File: src/rtl/fmult_accum_seq.sv
// Sequencer for the shared FMULT/ACCUM datapath: six zero-predictor terms, two pole terms,
// then captures SEZ and SE. Optional FMULT_ACCUM_SEQ_WREG_EN registers the W output.
module fmult_accum_seq (
  input  logic        i_clk,
  input  logic        i_reset,
  input  logic        i_start,
  input  logic [15:0] i_wan,
  input  logic [15:0] i_s,
  output logic [2:0]  o_sel,
  output logic [15:0] o_w,
  output logic        o_acc_clear,
  output logic        o_busy,
  output logic        o_done,
  output logic [14:0] o_sez,
  output logic [14:0] o_se
);

  typedef enum logic [2:0] {
    StIdle,
    StZero,
    StCapZ,
    StPole,
    StCaps,
    StDone
`ifdef FMULT_ACCUM_SEQ_WREG_EN
    , StWaitZ,
    StWaitS
`endif
  } state_e;

  state_e      r_state;
  logic [2:0]  r_k;
  logic        r_done;
  logic [14:0] r_sez;
  logic [14:0] r_se;
  logic        w_term;
  logic        w_unused_s_lsb;

  assign w_unused_s_lsb = i_s[0];

  always_ff @(posedge i_clk) begin
    if (!i_reset) begin
      r_state <= StIdle;
      r_k     <= 3'd0;
      r_done  <= 1'b0;
      r_sez   <= 15'd0;
      r_se    <= 15'd0;
    end else begin
      r_done <= 1'b0;
      case (r_state)
        StIdle: begin
          if (i_start) begin
            r_k     <= 3'd0;
            r_state <= StZero;
          end
        end
        StZero: begin
          r_k <= r_k + 3'd1;
          if (r_k == 3'd5) begin
`ifdef FMULT_ACCUM_SEQ_WREG_EN
            r_state <= StWaitZ;
`else
            r_state <= StCapZ;
`endif
          end
        end
        StCapZ: begin
          r_sez   <= i_s[15:1];
          r_k     <= 3'd6;
          r_state <= StPole;
        end
        StPole: begin
          // k wraps back to 0 after the last pole term
          r_k <= r_k + 3'd1;
          if (r_k == 3'd7) begin
`ifdef FMULT_ACCUM_SEQ_WREG_EN
            r_state <= StWaitS;
`else
            r_state <= StCaps;
`endif
          end
        end
        StCaps: begin
          r_se    <= i_s[15:1];
          r_done  <= 1'b1;
          r_state <= StDone;
        end
        StDone: r_state <= StIdle;
`ifdef FMULT_ACCUM_SEQ_WREG_EN
        StWaitZ: r_state <= StCapZ;
        StWaitS: r_state <= StCaps;
`endif
        default: r_state <= StIdle;
      endcase
    end
  end

  assign w_term      = (r_state == StZero) || (r_state == StPole);
  assign o_sel       = w_term ? r_k : 3'd0;
  assign o_acc_clear = (r_state == StIdle) || (r_state == StDone);
  assign o_busy      = (r_state != StIdle);
  assign o_done      = r_done;
  assign o_sez       = r_sez;
  assign o_se        = r_se;

`ifdef FMULT_ACCUM_SEQ_WREG_EN
  logic [15:0] r_w;

  // One pipeline stage between FMULT and ACCUM; the wait states flush the last term.
  always_ff @(posedge i_clk) begin
    if (!i_reset) begin
      r_w <= 16'd0;
    end else begin
      r_w <= w_term ? i_wan : 16'd0;
    end
  end

  assign o_w = r_w;
`else
  assign o_w = w_term ? i_wan : 16'd0;
`endif

endmodule

File: config.mk
export PLATFORM = sky130hd
export DESIGN_NAME = fmult_accum_seq
export DESIGN_NICKNAME = d
export VERILOG_FILES = /design/src/rtl/fmult_accum_seq.sv
export SDC_FILE = /design/constraint.sdc
export NUM_CORES = 1
export LEC_CHECK = 0
export CORE_MARGIN = 3
export CORE_UTILIZATION = 39
export CTS_CLUSTER_SIZE = 24
export DETAILED_ROUTE_END_ITERATION = 12
export GPL_TIMING_DRIVEN = 1
export PLACE_DENSITY = 0.8
export SLEW_MARGIN = 20
export SYNTH_ARGS = -nofsm -noshare
export SYNTH_HDL_FRONTEND = slang
export SYNTH_SLANG_ARGS = --single-unit
export TNS_END_PERCENT = 5
File: constraint.sdc
create_clock -name i_clk -period 1.4 [get_ports i_clk]
set_input_delay 0.28 -clock i_clk [delete_from_list [all_inputs] [get_ports i_clk]]
set_output_delay 0.28 -clock i_clk [all_outputs]
set_load 0.02 [all_outputs]
==> impl_metrics.ini, run 1 <==
[run_status]
status = finished, violations left
violations = negative setup slack

[power_and_ir_drop]
p_leak_nw = 1.247
vdd_drop_max_mv = 0.7103
p_per_area_nw_per_um2 = 833.1
power_mw = 2.360

[timing]
clock_skew_ns = 0.003813
period_needed_ns = 1.494
tightest_slew_ns = 0.3562
finalSetupViolations = 22
min_period_over_period_pct = 106.7
relSlewSlack_pct = 75.99
rsz0062_at_grt = yes
drv_slew = 0
setup_tns_ns = -0.9262
timing.hold.ws_ns = 0.4518
fin_ws_ns = -0.09372
hold_viol = 0
fmax_mhz = 669.5

[hold_path]
min_path_type = reg2reg
min_path_cells = 2
min_from = o_sez[8]
min_to = o_sez[8]

[global_route]
grt.overflow.total = 0
antenna_found_initial = 0
grt_pass1_vias = 1578
track_usage_pct = 18.22
grt_pass1_wl_mm = 7.472
grt_max_degree = 32

[placed_design]
post-place-cells = 321
dpl.hpwl_mm = 3.304
place_congestion = 0.8634
pre_cts_slack_ns = -0.3415
placed_area_um2 = 2696
port_buffers = 85

[floorplan]
io_pins = 87
core_um2 = 4086
die_w_um = 71.93
start_util_pct = 41.49
num_rows = 23
die_y_um = 71.93
die_area_um2 = 5174

[drt]
wire_per_inst_um = 13.94
ant_nets = 0
drt_iter0_drc = 48
firstDrtPassIters = 5
drt-vias-per-instance = 4.780
drc = 0
wl_mm = 4.629
vias = 1587

[layout]
layout_commonest_cell = dfxtp_1
layout.cells.non_filler = 332
antenna_cells = 0
final_area_um2 = 2833
final_util_pct = 69.32
areaGrowthSynthToFinish_pct = 67.09
num-nets-final = 320
n_fill_cell = 326
layout_common_cells = dfxtp_1, clkdlybuf4s50_1, nand2_1, dlygate4sd2_1, buf_6
drive_gt1_share_pct = 26.24

[worst_setup_path]
critPathKind = reg2out
critPathLaunchType = flip-flop
cp_max_fo = 5
cp.arrival_ns = 1.21
reg2reg_slack_ns = -0.02
cpMaxStageDelayCell = dfxtp_2
crit_buf_inv = 1
critical_path.top_delay_family = simple AND/OR/NAND/NOR gates
cp.required_ns = 1.12
slowest_delay_ns = 0.36
reg2reg_from = r_state[0]
worst-r2r-cell-count = 6
r2r-end = o_se[14]
crit_chain = and2b_2, and2_1, buf_2
cp-end-kind = primary output

[synthesis]
synthesis.area_um2 = 1695
ys_seq_area_share_pct = 43.69
syn_nets = 219
yosysUniqueCellTypes = 33
syn_avg_cell_area_um2 = 9.367
ys_ff_latch = 37
ys_warn_count = 0
synthCells = 181

[clock_network]
clkLatencyLatePin_ns = 0.28
root_buffer = clkbuf_8
clk_path_buf_depth = 2
clk_pin_slew_worst_paths_ns = 0.07
postCtsHoldBufs = 0
htree_levels = 2
numClockSinks = 37
cts_tree = built
cts_buffers = 5

[job]
drv_cap = 0
-- cell families (layout without fill, tap and decap cells) --
family	Yosys count	in the layout	synth area share, %
adders and majority gates	3	3	2.214
buffers and inverters	15	113	6.125
AOI/OAI and AO/OA	25	25	11.00
and+or+nand+nor	85	88	27.53
DFF	37	37	43.69
muxes	16	16	9.446
-- worst register-to-register path: stages (launching register included) --
cell,delay [ns]
dfxtp_2,0.34
buf_6,0.13
buf_6,0.13
nor3b_4,0.22
buf_12,0.19
mux2i_1,0.23
nor2b_1,0.07
-- where the power goes --
group,switching (mW),total [mW],leakage (nW),internal (mW)
Sequential,0.0210,1.10,0.300,1.08
Clock,0.338,0.728,0.0443,0.390
Combinational,0.232,0.532,0.902,0.300
Total,0.591,2.36,1.25,1.77
-- how the worst max path moves through the flow --
stage,startpoint,endpoint,slack (ns),cells after the start
finish,r_state[2],o_w[11],-0.09,3
global placement,r_state[2],o_acc_clear,-0.33,4
global route,r_state[2],o_w[11],-0.14,3
detailed placement,i_wan[4],o_w[4],-0.34,3
CTS,r_state[2],o_acc_clear,-0.11,5
floorplan,r_state[0],o_acc_clear,-0.06,4
-- routing by layer --
metal | track usage [%] | wire length, um | vias up
li1 | - | - | 803
met1 | 21.99 | 1921 | 734
met2 | 31.73 | 2419 | 42
met4 | 5.846 | 80 | 0
met5 | 0 | 0 | -
met3 | 4.571 | 208 | 8
-- cells in the mapped netlist --
cell type,n,share of area (%)
inv_1,2,0.44
nor2_1,3,0.66
nor4_1,2,0.74
mux2i_1,16,9.4
dfxtp_1,37,44
buf_4,1,0.44
a22oi_1,1,0.44
o21bai_1,1,0.44
nor3b_4,1,1.1
nand2b_1,1,0.37
nor3_1,1,0.29
o21ai_0,2,0.59
and2_2,1,0.44
nand2_1,32,7.1
o2bb2ai_1,1,0.52
nor2b_1,18,6.6
clkbuf_1,4,0.89
buf_6,3,2.0
o221a_2,1,0.66
buf_12,1,1.2
a21boi_1,10,4.4
ha_1,3,2.2
a31oi_1,2,0.74
buf_2,3,0.89
or3b_1,1,0.52
or3_1,1,0.37
and2_1,20,7.4
o41ai_1,1,0.52
and3_1,2,0.74
clkbuf_2,1,0.29
a21boi_0,6,2.7
nor3b_2,1,0.74
and2b_1,1,0.44
-- cell type report --
class / count / area [um2] / share of cell area, %
Tap cell: 50 / 62.56 / 2.208
Inverter: 2 / 10.01 / 0.3534
Multi-Input combinational cell: 132 / 934.6 / 32.99
Sequential cell: 37 / 744.5 / 26.28
Timing Repair Buffer: 104 / 994.7 / 35.11
Clock buffer: 7 / 86.33 / 3.048
-- state kept, by name, indices dropped and copies added (netlist names) --
signal / cells
r_state: 3
o_sez: 15
o_done: 1
o_se: 15
r_k: 3
-- repair_timing --
| action | CTS | global route |
|---|---|---|
| gates cloned | 2 | 1 |
| endpoints found under the setup margin | 69 | 53 |
| buffers inserted | 2 | 0 |
| gates resized for setup | 145 | 35 |
| pin swaps | 4 | 11 |
| endpoints found under the hold margin | 0 | 0 |
Note: power is estimated with default switching activity, not from simulation.
==> run 2, diff against run 1 <==
--- a/config.mk
+++ b/config.mk
@@ -5,6 +5,7 @@
 export SDC_FILE = /design/constraint.sdc
 export NUM_CORES = 1
 export LEC_CHECK = 0
+export CAP_MARGIN = 15
 export CORE_MARGIN = 3
 export CORE_UTILIZATION = 39
 export CTS_CLUSTER_SIZE = 24
==> results of run 2 <==
Final layout, timing and power as in run 1 (identical DEF).
==> run 3, diff against run 2 <==
--- a/config.mk
+++ b/config.mk
@@ -12,7 +12,7 @@
 export DETAILED_ROUTE_END_ITERATION = 12
 export GPL_TIMING_DRIVEN = 1
 export PLACE_DENSITY = 0.8
-export SLEW_MARGIN = 20
+export SLEW_MARGIN = 10
 export SYNTH_ARGS = -nofsm -noshare
 export SYNTH_HDL_FRONTEND = slang
 export SYNTH_SLANG_ARGS = --single-unit
==> results of run 3 <==
Final layout, timing and power as in run 1 (identical DEF).
